--- config.mk ---
export PLATFORM = sky130hd
export DESIGN_NAME = event_input_conditioner
export DESIGN_NICKNAME = d
export VERILOG_FILES = /design/src/rtl/event_pkg.sv /design/src/rtl/event_sync_chain.sv /design/src/rtl/event_input_conditioner.sv
export SDC_FILE = /design/constraint.sdc
export NUM_CORES = 1
export LEC_CHECK = 0
export BUFFER_PORTS_ARGS = -buffer_cell sky130_fd_sc_hd__buf_2
export CAP_MARGIN = 15
export CORE_MARGIN = 10
export CORE_UTILIZATION = 28
export CTS_BUF_LIST = sky130_fd_sc_hd__clkbuf_8
export CTS_CLUSTER_DIAMETER = 40
export DETAILED_ROUTE_END_ITERATION = 6
export PLACE_DENSITY = 0.56
export REMOVE_ABC_BUFFERS = 1
export SYNTH_ARGS = -nofsm -noshare
export SYNTH_HDL_FRONTEND = slang
export SYNTH_HIERARCHICAL = 1
export SYNTH_SLANG_ARGS = --single-unit
--- constraint.sdc ---
create_clock -name clk -period 2.35 [get_ports clk]
set_input_delay 0.1175 -clock clk [delete_from_list [all_inputs] [get_ports clk]]
set_output_delay 0.1175 -clock clk [all_outputs]
set_load 0.005 [all_outputs]
--- src/rtl/event_pkg.sv ---
// ============================================================================
// Module      : event_pkg
// Description : Shared types and sizing helpers for the event input path.
// Revision    : 1.0 - initial release
// ============================================================================
`default_nettype none

package event_pkg;

    typedef enum logic [0:0] {
        STABLE = 1'b0,
        CHECK  = 1'b1
    } state_t;

    localparam int c_DEFAULT_DEBOUNCE = 16;

    // Counter must hold values up to DEBOUNCE_CYCLES-1 plus headroom for the +1 compare.
    function automatic int cnt_width(input int debounce_cycles);
        return $clog2(debounce_cycles + 1);
    endfunction

endpackage

`default_nettype wire

--- src/rtl/event_sync_chain.sv ---
// ============================================================================
// Module      : event_sync_chain
// Description : Plain flop-chain synchronizer for one asynchronous level.
// Revision    : 1.0 - initial release
// ============================================================================
`default_nettype none

module event_sync_chain #(
    parameter int   SYNC_STAGES = 2,
    parameter logic RESET_VALUE = 1'b0
) (
    input  logic clk,
    input  logic reset,
    input  logic i_Data,
    output logic o_Sync
);

    logic [SYNC_STAGES-1:0] r_sync_q;
    logic [SYNC_STAGES-1:0] w_sync_d;

    always_comb begin
        w_sync_d = {r_sync_q[SYNC_STAGES-2:0], i_Data};
    end

    always_ff @(posedge clk or posedge reset) begin
        if (reset) begin
            r_sync_q <= {SYNC_STAGES{RESET_VALUE}};
        end else begin
            r_sync_q <= w_sync_d;
        end
    end

    assign o_Sync = r_sync_q[SYNC_STAGES-1];

endmodule

`default_nettype wire

--- src/rtl/event_input_conditioner.sv ---
// ============================================================================
// Module      : event_input_conditioner
// Description : Synchronizes and debounces a raw level; emits qualified edges
//               and flags/counts rejected short pulses.
// Revision    : 1.0 - initial release
// ============================================================================
`default_nettype none

module event_input_conditioner
    import event_pkg::*;
#(
    parameter int   SYNC_STAGES     = 2,
    parameter int   DEBOUNCE_CYCLES = c_DEFAULT_DEBOUNCE,
    parameter int   GLITCH_CNT_W    = 8,
    parameter logic RESET_VALUE     = 1'b0
) (
    input  logic                    clk,
    input  logic                    reset,
    input  logic                    i_Data,
    input  logic                    i_Clear,
    output logic                    o_Data,
    output logic                    o_Rise,
    output logic                    o_Fall,
    output logic                    o_Glitch,
    output logic                    o_Busy,
    output logic [GLITCH_CNT_W-1:0] o_Glitch_Count
);

    localparam int                 c_CNT_W     = cnt_width(DEBOUNCE_CYCLES);
    localparam logic [c_CNT_W:0]   c_CNT_LIMIT = (c_CNT_W + 1)'(DEBOUNCE_CYCLES);

    logic w_sync;

    state_t                  r_state_q,  w_state_d;
    logic [c_CNT_W-1:0]      r_cnt_q,    w_cnt_d;
    logic                    r_data_q,   w_data_d;
    logic                    r_rise_q,   w_rise_d;
    logic                    r_fall_q,   w_fall_d;
    logic                    r_glitch_q, w_glitch_d;
    logic [GLITCH_CNT_W-1:0] r_gcnt_q,   w_gcnt_d;
    logic                    w_commit;
    logic [c_CNT_W:0]        w_cnt_inc;

    event_sync_chain #(
        .SYNC_STAGES (SYNC_STAGES),
        .RESET_VALUE (RESET_VALUE)
    ) u_sync (
        .clk    (clk),
        .reset  (reset),
        .i_Data (i_Data),
        .o_Sync (w_sync)
    );

    assign w_cnt_inc = {1'b0, r_cnt_q} + (c_CNT_W + 1)'(1);

    always_comb begin
        w_state_d  = r_state_q;
        w_cnt_d    = r_cnt_q;
        w_data_d   = r_data_q;
        w_rise_d   = 1'b0;
        w_fall_d   = 1'b0;
        w_glitch_d = 1'b0;
        w_commit   = 1'b0;

        case (r_state_q)
            STABLE: begin
                if (w_sync != r_data_q) begin
                    if (DEBOUNCE_CYCLES == 1) begin
                        w_commit = 1'b1;
                    end else begin
                        w_state_d = CHECK;
                        w_cnt_d   = c_CNT_W'(1);
                    end
                end else begin
                    w_cnt_d = '0;
                end
            end
            CHECK: begin
                if (w_sync != r_data_q) begin
                    if (w_cnt_inc == c_CNT_LIMIT) begin
                        w_commit = 1'b1;
                    end else begin
                        w_cnt_d = w_cnt_inc[c_CNT_W-1:0];
                    end
                end else begin
                    // Input fell back before qualifying: reject it.
                    w_state_d  = STABLE;
                    w_cnt_d    = '0;
                    w_glitch_d = 1'b1;
                end
            end
            default: begin
                w_state_d = STABLE;
                w_cnt_d   = '0;
            end
        endcase

        if (w_commit) begin
            w_data_d  = ~r_data_q;
            w_rise_d  = ~r_data_q;
            w_fall_d  = r_data_q;
            w_state_d = STABLE;
            w_cnt_d   = '0;
        end
    end

    // Clear has priority over a same-cycle rejection.
    always_comb begin
        w_gcnt_d = r_gcnt_q;
        if (i_Clear) begin
            w_gcnt_d = '0;
        end else if (w_glitch_d && (r_gcnt_q != {GLITCH_CNT_W{1'b1}})) begin
            w_gcnt_d = r_gcnt_q + GLITCH_CNT_W'(1);
        end
    end

    always_ff @(posedge clk or posedge reset) begin
        if (reset) begin
            r_state_q  <= STABLE;
            r_cnt_q    <= '0;
            r_data_q   <= RESET_VALUE;
            r_rise_q   <= 1'b0;
            r_fall_q   <= 1'b0;
            r_glitch_q <= 1'b0;
            r_gcnt_q   <= '0;
        end else begin
            r_state_q  <= w_state_d;
            r_cnt_q    <= w_cnt_d;
            r_data_q   <= w_data_d;
            r_rise_q   <= w_rise_d;
            r_fall_q   <= w_fall_d;
            r_glitch_q <= w_glitch_d;
            r_gcnt_q   <= w_gcnt_d;
        end
    end

    assign o_Data         = r_data_q;
    assign o_Rise         = r_rise_q;
    assign o_Fall         = r_fall_q;
    assign o_Glitch       = r_glitch_q;
    assign o_Busy         = (r_state_q == CHECK);
    assign o_Glitch_Count = r_gcnt_q;

endmodule

`default_nettype wire

==> metrics.md, run 1 <==
| Metric | Value |
|---|---|
| DP HPWL | 1.52 mm |
| RSZ-0062 raised after global routing | false |
| Worst Hold Depth | 2 |
| Setup violations, final | 0 |
| Main synth FF type | dfrtp_1 |
| M1 GR Usage | 0.0745 |
| Worst-path fanout max | 7 |
| Antenna violations before repair | 0 |
| Final net count | 119 |
| Async S/R FF share, synth | 1.00 |
| Slew @ Worst Pin | approximately 0.68 ns |
| Gate Count Post-Synth | 90 |
| Max Cap Viol | 0 |
| Max IR drop VDD | between 0.0003 and 0.0004 V |
| Post-synth top area share | 0.515 |
| Seq/Total Area, Yosys | 0.515 |
| Total inserted antenna cells | 0 |
| Data arrival, critical path | 1.93 ns |
| Die area | 6230 µm² |
| Clock buffer depth | 2 |
| Ports | 17 |
| Pre-antenna DRT Iters | 4 |
| Vias | 743 |
| Max-slew violation count | 0 |
| Root cell of the clock tree | clkbuf_8 |
| Synthesis Warnings | 6 |
| Fin. Hold Viols | 0 |
| Max-slew headroom | 0.548 |
| Area grow syn2layout | 20.1% |
| Routability-driven placement congestion ratio | 0.825 |
| Setup TNS | 0 ns |
| Final Skew | 0.00257 ns |
| Flops & latches, synth | 20 |
| Most common cell after layout, fill and taps aside | dfrtp_1 |
| Status | completed |
| Die Y | 78.9 µm |
| Startpoint types | register |
| Post-CTS setup buffer count | 0 |
| Period utilisation layout | 0.762 |
| Met2 usage | 0.112 |
| Hold_sp | i_Clear |
| Pwr per Cell Area | between 500 and 600 nW/µm² |
| Layout cells sized above 1 | 0.245 |
| Gr usage total | 0.0675 |
| Post-route cell area | 1170 µm² |
| Vias in the first global route | around 800 |
| FF-to-FF path depth | 4 |
| Setup ws final | roughly 0.56 ns |
| Global-route wire length before repair | 3.53 mm |
| Hold-fix buffers, CTS | 2 |
| Commonest non-fill, non-tap cells in the layout | dfrtp_1 (20), buf_2 (16), nor2_1 (9) |
| Reg2reg setup slack | 0.56 ns |
| Final Util | 0.350 |
| DR vias/cell | 4.76 |
| CTS H-Tree Depth | 1 |
| Combinational power share | 0.064 |
| GRT overflow | 0 |
| Switching pwr | 132 µW |
| Final worst hold slack | 0.156 ns |
| Clock sink count | 20 |
| EDFF count, synth | 0 |
| FF-to-FF End | o_Glitch_Count[3] |
| Crit path kind | reg -> reg |
| Worst r2r src | o_Data |
| Worst Hold Class | in -> reg |
| Final WL | 1.94 mm |
| Synth top area cells | dfrtp_1 (51%), a21oi_1 (4.1%), ha_1 (3.9%) |
| Clock-pin slew of the registers on the worst-case setup and hold paths | 0.07 ns |
| CTS tree | yes |
| WL/cell | 12.5 µm |
| P_int | 483 µW |
| Mapped Area | 972 µm² |
| Cts repair resizes | 0 |
| Reg power frac | 0.588 |
| Endpoint, Worst Hold | o_Glitch_Count[7] |
| F_max | ~560 MHz |
| Largest net degree at the start of global routing | 19 |
| Avg Cell Area, Syn | 10.8 µm² |
| Most Crowded Layer GR | met2 |
| CORE AREA | 3340 µm² |
| Net Sw Frac | 0.214 |
| Clock power share | 0.348 |
| Post-synth top area cell | dfrtp_1 |
| Met3 usage | 0.0360 |
| ANT nets after route | 0 |
| Num CTS Buffers | 3 |
| Die Wd | 78.9 µm |
| Netlist cell types | 36 |
| Remaining DRCs | 0 |
| Crit path time final | around 1.8 ns |
| Crit path capture type | register |
| Area post-placement | 1110 µm² |
| Clock Latency Late Sink | 0.25 ns |
| Req. time, crit path | 2.49 ns |
| Setup WS pre-CTS | between 0.5 and 0.6 ns |
| Number of DRC markers in iteration 0 | 43 |
| PortBufs | 16 |
| Starting Density | 0.291 |
| FP Rows | 21 |
| P_leak | 0.000566 µW |
-- kinds of logic after synthesis --
| family | Yosys count | share of synthesized area |
|---|---|---|
| xor gates and xnor gates | 5 | 0.0528 |
| muxes | 4 | 0.0438 |
| AOI/OAI and AO/OA | 18 | 0.118 |
| adders and majority gates | 3 | 0.0386 |
| buffers and inverters | 5 | 0.0193 |
| DFF | 20 | 0.515 |
| and+or+nand+nor | 35 | 0.212 |
-- critical path: stages, from the launching register on --
cell,delay (ns)
dfrtp_1,0.45
xnor2_2,0.32
and3_2,0.28
a21boi_0,0.27
mux2_2,0.36
-- cells in the mapped netlist, types with 2 or more instances --
library cell	number
a21boi_0	2
a21oi_1	8
a311oi_1	2
and2_1	2
and2_2	2
and3_1	2
and3b_1	2
dfrtp_1	20
ha_1	3
inv_1	4
mux2_2	2
mux2i_1	2
nand2_1	4
nor2_1	9
nor2b_1	2
nor3_1	2
xnor2_1	2
xor2_1	2
-- registers in the layout (all words and copies together) (netlist names) --
name	cells
o_Glitch_Count	8
r_cnt_q	5
u_sync/r_sync_q	2
o_Busy	1
o_Data	1
o_Fall	1
o_Glitch	1
o_Rise	1
-- routing by layer --
layer	up-vias	share of wire
li1	363	-
met1	355	0.43
met2	21	0.48
met3	4	0.082
met4	0	0.011
met5	-	0
-- stage by stage --
stage | cells | total power [µW]
2_1_floorplan | 89 | 389
3_3_place_gp | 151 | 404
3_5_place_dp | 151 | 406
4_1_cts | 156 | 627
5_1_grt | 156 | 650
6_report | 156 | 614
-- cell type report --
| cell class | count | area, µm² |
|---|---|---|
| multi-input combinational | 65 | 453 |
| clock buffer | 3 | 41.3 |
| sequential | 20 | 500 |
| inverter | 4 | 15.0 |
| tap | 46 | 57.6 |
| timing repair buffer | 18 | 100 |
| fill | 352 | 2170 |
-- how the worst max path moves through the flow --
stage                                   end  startpoint  depth (start not counted)  slack (ns)
after floorplan           o_Glitch_Count[3]      o_Data                          4        0.71
after global placement    o_Glitch_Count[3]      o_Data                          4        0.62
after detailed placement  o_Glitch_Count[3]      o_Data                          4        0.57
after CTS                 o_Glitch_Count[3]      o_Data                          4        0.57
after global routing      o_Glitch_Count[3]      o_Data                          4        0.41
final                     o_Glitch_Count[3]      o_Data                          4        0.56
-- power groups by stage --
stage	clock network (µW)	logic, µW	registers (µW)
finish	214	39.4	361
global route	241	46.8	362
CTS	225	40.9	361
detailed placement	0	38.0	368
global placement	0	37.0	367
floorplan	0	22.9	366
(Power assumes the default switching activity.)
==> run 2: changes to the inputs <==
--- a/config.mk
+++ b/config.mk
@@ -5,6 +5,7 @@
 export SDC_FILE = /design/constraint.sdc
 export NUM_CORES = 1
 export LEC_CHECK = 0
+export ABC_AREA = 1
 export BUFFER_PORTS_ARGS = -buffer_cell sky130_fd_sc_hd__buf_2
 export CAP_MARGIN = 15
 export CORE_MARGIN = 10
@@ -12,7 +13,7 @@
 export CTS_BUF_LIST = sky130_fd_sc_hd__clkbuf_8
 export CTS_CLUSTER_DIAMETER = 40
 export DETAILED_ROUTE_END_ITERATION = 6
-export PLACE_DENSITY = 0.56
+export PLACE_DENSITY = 0.57
 export REMOVE_ABC_BUFFERS = 1
 export SYNTH_ARGS = -nofsm -noshare
 export SYNTH_HDL_FRONTEND = slang
==> constraint.sdc (replaced) <==
create_clock -name clk -period 1.5 [get_ports clk]
set_input_delay 0.075 -clock clk [delete_from_list [all_inputs] [get_ports clk]]
set_output_delay 0.075 -clock clk [all_outputs]
set_load 0.005 [all_outputs]
==> run 2 against run 1 <==
Compared with the run above:
- clock skew up 0.0014 ns
- worst setup slack worse by 0.45 ns
- register-to-register slack worse by 0.45 ns
- via count up 23%
- synthesized area up 8.4%
- combinational power up 130%
- maximum frequency up 29%
- first-iteration DRC count up 7.0%
- highest routed layer unchanged
==> metrics.md, run 2 <==
| Metric | Value |
|---|---|
| Final WL | 2.40 mm (+24%) |
| Total inserted antenna cells | 0 (unchanged) |
| Most common cell after layout, fill and taps aside | nand2_1 |
| Async S/R FF share, synth | 1.00 (unchanged) |
| Area post-placement | 1210 µm² (+9.3%) |
| Flops & latches, synth | 20 (unchanged) |
| Synth top area cells | dfrtp_1 (48%), nand2_1 (14%), inv_1 (7.1%) |
| Clock-pin slew of the registers on the worst-case setup and hold paths | 0.07 ns (about the same) |
| Pwr per Cell Area | 790 nW/µm² (+50%) |
| Max Cap Viol | 0 (unchanged) |
| Worst r2r src | r_cnt_q[1] |
| Final net count | 169 (+42%) |
| Die Y | 81.3 µm (+3.1%) |
| Crit path kind | reg -> reg |
| Number of DRC markers in iteration 0 | 46 (+7.0%) |
| WL/cell | 11.5 µm (-7.7%) |
| Die Wd | 81.3 µm (+3.1%) |
| Synth cell count leaders | nand2_1 (39), dfrtp_1 (20), inv_1 (20) |
| Gate Count Post-Synth | 132 (+47%) |
| Ports | 17 (unchanged) |
| P_leak | 0.000776 µW (+37%) |
| Wire length on met1 | 1.07 mm (+29%) |
| Max-slew violation count | 0 (unchanged) |
| Worst-path fanout max | 4 (-3) |
| Main synth FF type | dfrtp_1 |
| Synthesis Warnings | 6 (unchanged) |
| PortBufs | 16 (unchanged) |
| Clock Latency Late Sink | 0.25 ns (about the same) |
| Commonest non-fill, non-tap cells in the layout | nand2_1 (39), inv_1 (20), dfrtp_1 (20) |
| Worst Setup SP | r_cnt_q[1] |
| Avg Cell Area, Syn | 7.98 µm² (-26%) |
| WP buf/inv | 2 (+2) |
| Largest register FFs | 8 (unchanged) |
| ANT nets after route | 0 (unchanged) |
| GRT overflow | 0 (unchanged) |
| Crit path time final | 1.39 ns (-0.404 ns) |
| Largest net degree at the start of global routing | 12 (-7) |
| Crit path capture type | register |
| CORE AREA | 3660 µm² (+9.7%) |
| Area grow syn2layout | 26.1% |
| Design Power | 1050 µW (+71%) |
| Post-synth top area share | 0.475 (-0.0397) |
| Most Frequent Cell on Critical Path | nand2_1 |
| EDFF count, synth | 0 (unchanged) |
| Post-synth top area cell | dfrtp_1 |
| Final Util | 0.363 (+0.0131) |
| Starting Density | 0.288 (-0.00357) |
| Die area | 6620 µm² (+6.2%) |
| CTS H-Tree Depth | 1 (unchanged) |
| DR top layer | met4 |
| Mapped Area | 1050 µm² (+8.4%) |
| Crit-path slowest cell | dfrtp_1 |
| Data arrival, critical path | 1.53 ns (-0.40 ns) |
| CTS tree | yes |
| Metal2 WL | 1.20 mm (+28%) |
| Fin. Hold Viols | 0 (unchanged) |
| Family with the most delay on the worst path | simple AND/OR/NAND/NOR gates |
| F_max | 722 MHz (+29%) |
| Hold_sp | i_Clear |
| Status | completed |
| Vias | 913 (+23%) |
| DP HPWL | 1.80 mm (+19%) |
| Period utilisation layout | 0.924 (+0.162) |
| Clock sink count | 20 (unchanged) |
| Routed wl met3 | 123 µm (-23%) |
| Max IR drop VDD | 0.000279 V (-14%) |
| Delay of the slowest cell on the worst path | 0.41 ns (-0.04 ns) |
| Req. time, crit path | 1.64 ns (-0.85 ns) |
| Layout cells sized above 1 | 0.230 (-0.0156) |
| Vias in the first global route | 946 (+19%) |
| Num CTS Buffers | 3 (unchanged) |
| Antenna violations before repair | 0 (unchanged) |
| Worst Hold Class | in -> reg |
| FP Rows | 22 (+4.8%) |
| Seq/Total Area, Yosys | 0.475 (-0.0397) |
| Slew @ Worst Pin | 0.382 ns (-0.296 ns) |
| Post-route cell area | 1330 µm² (+14%) |
| Root cell of the clock tree | clkbuf_8 |
| Setup violations, final | 0 (unchanged) |
| Gr usage total | 0.0753 (+0.00780) |
| Global-route wire length before repair | 4.02 mm (+14%) |
| Critical-path cell list | ha_2, inv_1, nand2_1, nand2_1, nand2_1, nor2_1, nand3_2, inv_2, nor2_1 |
| Remaining DRCs | 0 (unchanged) |
| Routability-driven placement congestion ratio | 0.788 (-4.5%) |
| Startpoint types | register |
| DR vias/cell | 4.37 (-8.3%) |
| Max-slew headroom | 0.745 (+0.197) |
| Clock buffer depth | 2 (unchanged) |
| Netlist cell types | 18 (-50%) |
| Pre-antenna DRT Iters | 4 (unchanged) |
| Final Skew | 0.00398 ns (+0.00141 ns) |
| Count leader, synth | nand2_1 |
-- run 2: cell count changes after synthesis, moves of 3 or more --
| cell | previous run | this run |
|---|---|---|
| nand2_1 | 4 | 39 |
| nand3_1 | 1 | 14 |
| inv_1 | 4 | 20 |
| a21oi_1 | 8 | 1 |
| nand4_1 | 1 | 4 |
| nor2_1 | 9 | 13 |
-- run 2: area by class of cell --
| class | count | area (µm²) |
|---|---|---|
| Timing Repair Buffer | 25 | 153 |
| Fill cell | 395 | 2330 |
| Multi-Input combinational cell | 90 | 478 |
| Clock buffer | 4 | 55.1 |
| Tap cell | 48 | 60.1 |
| Sequential cell | 20 | 500 |
| Inverter | 22 | 82.6 |
-- run 2: path summary, 6_finish.rpt --
check | to | slack (ns) | depth (start not counted)
worst min register to register | u_sync/r_sync_q[1] | 0.36 | 0
max in group asynchronous | o_Glitch_Count[0] | 0.68 | 4
min in group asynchronous | u_sync/r_sync_q[0] | 0.22 | 3
worst max register to register | r_cnt_q[0] | 0.11 | 9
worst min-delay path | o_Glitch_Count[6] | 0.13 | 4
worst max-delay path | r_cnt_q[0] | 0.11 | 9
-- run 2: cells by family after synthesis --
| group | share of synthesized area |
|---|---|
| compound gates | 0.0166 |
| simple gates | 0.346 |
| fa+ha+maj | 0.0356 |
| flops | 0.475 |
| xor+xnor | 0.0487 |
| buf+inv | 0.0784 |
-- run 2: repair_timing --
item	in CTS	in global routing
setup endpoints to repair	0	14
endpoints found under the hold margin	12	0
hold buffers	2	0
gates resized for setup	0	2
setup buffers	0	5
-- run 2: metal layers --
| layer | track usage | up-vias |
|---|---|---|
| li1 | - | 471 |
| met1 | 0.0822 | 423 |
| met2 | 0.133 | 17 |
| met3 | 0.0254 | 2 |
| met4 | 0.0260 | 0 |
| met5 | 0 | - |
-- run 2: worst min-delay path, delay by kind of cell --
family,cells,cell delay [ns]
simple gates,3,0.15
buf+inv,1,0.12
-- run 2: report_power, final --
part	internal, µW	switching [µW]	leakage, µW
Clock	233	165	0.0000288
Combinational	37.5	53.3	0.000479
Sequential	551	9.39	0.000268
-- run 2: metrics by stage --
step	worst slack [ns]	TNS, ns	hold slack [ns]	cells
detailed placement	0.0495	0	-0.0585	198
finish	0.115	0	0.127	209
global placement	0.117	0	-0.0662	198
floorplan	0.184	0	-0.184	132
global route	-0.0488	-0.177	0.139	209
CTS	0.0426	0	0.123	204
==> run 3: changes to the inputs <==
--- a/config.mk
+++ b/config.mk
@@ -8,12 +8,11 @@
 export ABC_AREA = 1
 export BUFFER_PORTS_ARGS = -buffer_cell sky130_fd_sc_hd__buf_2
 export CAP_MARGIN = 15
-export CORE_MARGIN = 10
-export CORE_UTILIZATION = 28
+export CORE_UTILIZATION = 24
 export CTS_BUF_LIST = sky130_fd_sc_hd__clkbuf_8
 export CTS_CLUSTER_DIAMETER = 40
 export DETAILED_ROUTE_END_ITERATION = 6
-export PLACE_DENSITY = 0.57
+export PLACE_DENSITY = 0.52
 export REMOVE_ABC_BUFFERS = 1
 export SYNTH_ARGS = -nofsm -noshare
 export SYNTH_HDL_FRONTEND = slang
==> run 3 against run 2 <==
Compared with the run above:
- via count fell by 0.55%
- power shrank 0.17%
- critical path depth is 3 lower
- critical endpoint is now o_Glitch_Count[3]
- largest cell class unchanged
- highest routed layer unchanged
==> metrics.md, run 3 (synthesis gave the netlist of run 2 again) <==
| Metric | Value |
|---|---|
| Die Y | 68.3 µm (-16%) |
| Slew @ Worst Pin | 0.276 ns (-0.106 ns) |
| Filler Cell Count | 458 (+16%) |
| Worst Setup SP | o_Data |
| GRT overflow | 0 (unchanged) |
| Worst Hold Class | in -> reg |
| PortBufs | 16 (unchanged) |
| Clock buffer depth | 2 (unchanged) |
| Setup TNS | 0 ns (unchanged) |
| F_max | 748 MHz (+3.6%) |
| Number of DRC markers in iteration 0 | 49 (+6.5%) |
| Post-placement cell count | 204 (+3.0%) |
| Crit path time final | 1.34 ns (-0.0478 ns) |
| Final WL | 2.05 mm (-15%) |
| Max-slew headroom | 0.816 (+0.0711) |
| Pre-antenna DRT Iters | 4 (unchanged) |
| Global-route wire length before repair | 3.60 mm (-10%) |
| Starting Density | 0.256 (-0.0318) |
| Data arrival, critical path | 1.48 ns (-0.05 ns) |
| Fin. Hold Viols | 0 (unchanged) |
| Largest register FFs | 8 (unchanged) |
| Max Cap Viol | 0 (unchanged) |
| Pwr per Cell Area | 788 nW/µm² (-0.17%) |
| Period utilisation layout | 0.892 (-0.0319) |
| Req. time, crit path | 1.65 ns (about the same) |
| Clock Latency Late Sink | 0.25 ns (about the same) |
| Clock-pin slew of the registers on the worst-case setup and hold paths | 0.07 ns (about the same) |
| Startpoint types | register |
| DP HPWL | 1.57 mm (-13%) |
| FP Rows | 23 (+4.5%) |
| Antenna violations before repair | 0 (unchanged) |
| FF-to-FF End | o_Glitch_Count[3] |
| Critical Path Sink | o_Glitch_Count[3] |
| Final Skew | 0.00304 ns (-0.000936 ns) |
| Die area | 4660 µm² (-30%) |
| CTS tree | yes |
| Status | completed |
| Final net count | 169 (unchanged) |
| Vias | 908 (-0.55%) |
| Final Util | 0.323 (-0.0401) |
| CORE AREA | 4120 µm² (+12%) |
| DR vias/cell | 4.30 (-1.5%) |
| Vias in the first global route | 836 (-12%) |
| Die Wd | 68.3 µm (-16%) |
| Worst r2r src | o_Data |
| Crit path capture type | register |
| Area grow syn2layout | 26.1% (unchanged) |
| Clock sink count | 20 (unchanged) |
| Worst-path fanout max | 9 (+5) |
| WL/cell | 9.72 µm (-15%) |
| Setup violations, final | 0 (unchanged) |
| Largest net degree at the start of global routing | 19 (+7) |
| RSZ-0062 raised after global routing | false |
| Remaining DRCs | 0 (unchanged) |
| ANT nets after route | 0 (unchanged) |
| P_leak | 0.000778 µW (+0.27%) |
| Max-slew violation count | 0 (unchanged) |
| Num CTS Buffers | 3 (unchanged) |
| Layout cells sized above 1 | 0.224 (-0.00621) |
| Root cell of the clock tree | clkbuf_8 |
| Ports | 17 (unchanged) |
| CTS H-Tree Depth | 1 (unchanged) |
| Layout Cells excl Fill | 211 (+0.96%) |
| Most common cell after layout, fill and taps aside | nand2_1 |
| Crit path kind | reg -> reg |
| Gr usage total | 0.104 (+0.0287) |
| Routability-driven placement congestion ratio | 0.757 (-3.9%) |
| Reg2reg setup slack | 0.16 ns (+0.05 ns) |
| Commonest non-fill, non-tap cells in the layout | nand2_1 (39), inv_1 (20), dfrtp_1 (20) |
| Total inserted antenna cells | 0 (unchanged) |
| Max IR drop VDD | 0.000299 V (+7.2%) |
| FF-to-FF path depth | 6 (-3) |
run 3: cell types whose count changed in the layout (fill, tap and decap cells not counted):
cell / before / now
ha_2: 1 / 0
ha_1: 2 / 3
run 3: how the worst min path moves through the flow:
stage                     cells after the start    start                  to  slack (ns)
after floorplan                               1    reset  u_sync/r_sync_q[0]       -0.18
after global placement                        2    reset  u_sync/r_sync_q[0]       -0.06
after detailed placement                      2    reset  u_sync/r_sync_q[1]       -0.06
after CTS                                     4  i_Clear   o_Glitch_Count[6]        0.12
after global routing                          4  i_Clear   o_Glitch_Count[6]        0.13
final                                         4  i_Clear   o_Glitch_Count[6]        0.13
run 3: worst max-delay path: stages (launching register included):
cell,delay [ns]
dfrtp_1,0.45
xnor2_2,0.20
nand2_2,0.10
nor2_4,0.25
nor2_4,0.10
nand2_1,0.07
nand2_1,0.05
run 3: stage by stage:
| step | setup slack [ns] | total power, µW | hold WS (ns) | instance area [µm²] |
|---|---|---|---|---|
| after CTS | 0.108 | 1070 | 0.124 | 1320 |
| after detailed placement | 0.119 | 653 | -0.0598 | 1240 |
| after global routing | 0.0219 | 1100 | 0.132 | 1330 |
| after floorplan | 0.184 | 616 | -0.184 | 1050 |
| after global placement | 0.138 | 653 | -0.0627 | 1240 |
| final | 0.162 | 1050 | 0.127 | 1330 |
run 3: routing by layer:
layer | vias up | GRT usage | wire, µm
li1 | 468 | - | -
met1 | 421 | 0.133 | 974
met2 | 17 | 0.165 | 971
met3 | 2 | 0.0267 | 88
met4 | 0 | 0.0417 | 15
met5 | - | 0 | 0
run 3: area by class of cell:
class / instances / area [µm²] / area share
clock buffer: 4 / 55.1 / 0.0414
inverter: 22 / 82.6 / 0.0621
multi-input combinational: 90 / 475 / 0.358
sequential: 20 / 500 / 0.377
tap: 50 / 62.6 / 0.0471
timing repair buffer: 25 / 153 / 0.115
run 3: timing repair:
action,CTS,global route
endpoints found under the hold margin,21,0
resized for setup,0,1
setup endpoints to repair,0,5
hold buffers,2,0
buffers inserted,0,1
run 3: power breakdown:
group | internal [µW] | switching, µW | leakage [µW]
Combinational | 35.5 | 51.2 | 0.000481
Clock | 233 | 169 | 0.0000288
Sequential | 551 | 8.24 | 0.000268
Total | 819 | 228 | 0.000778
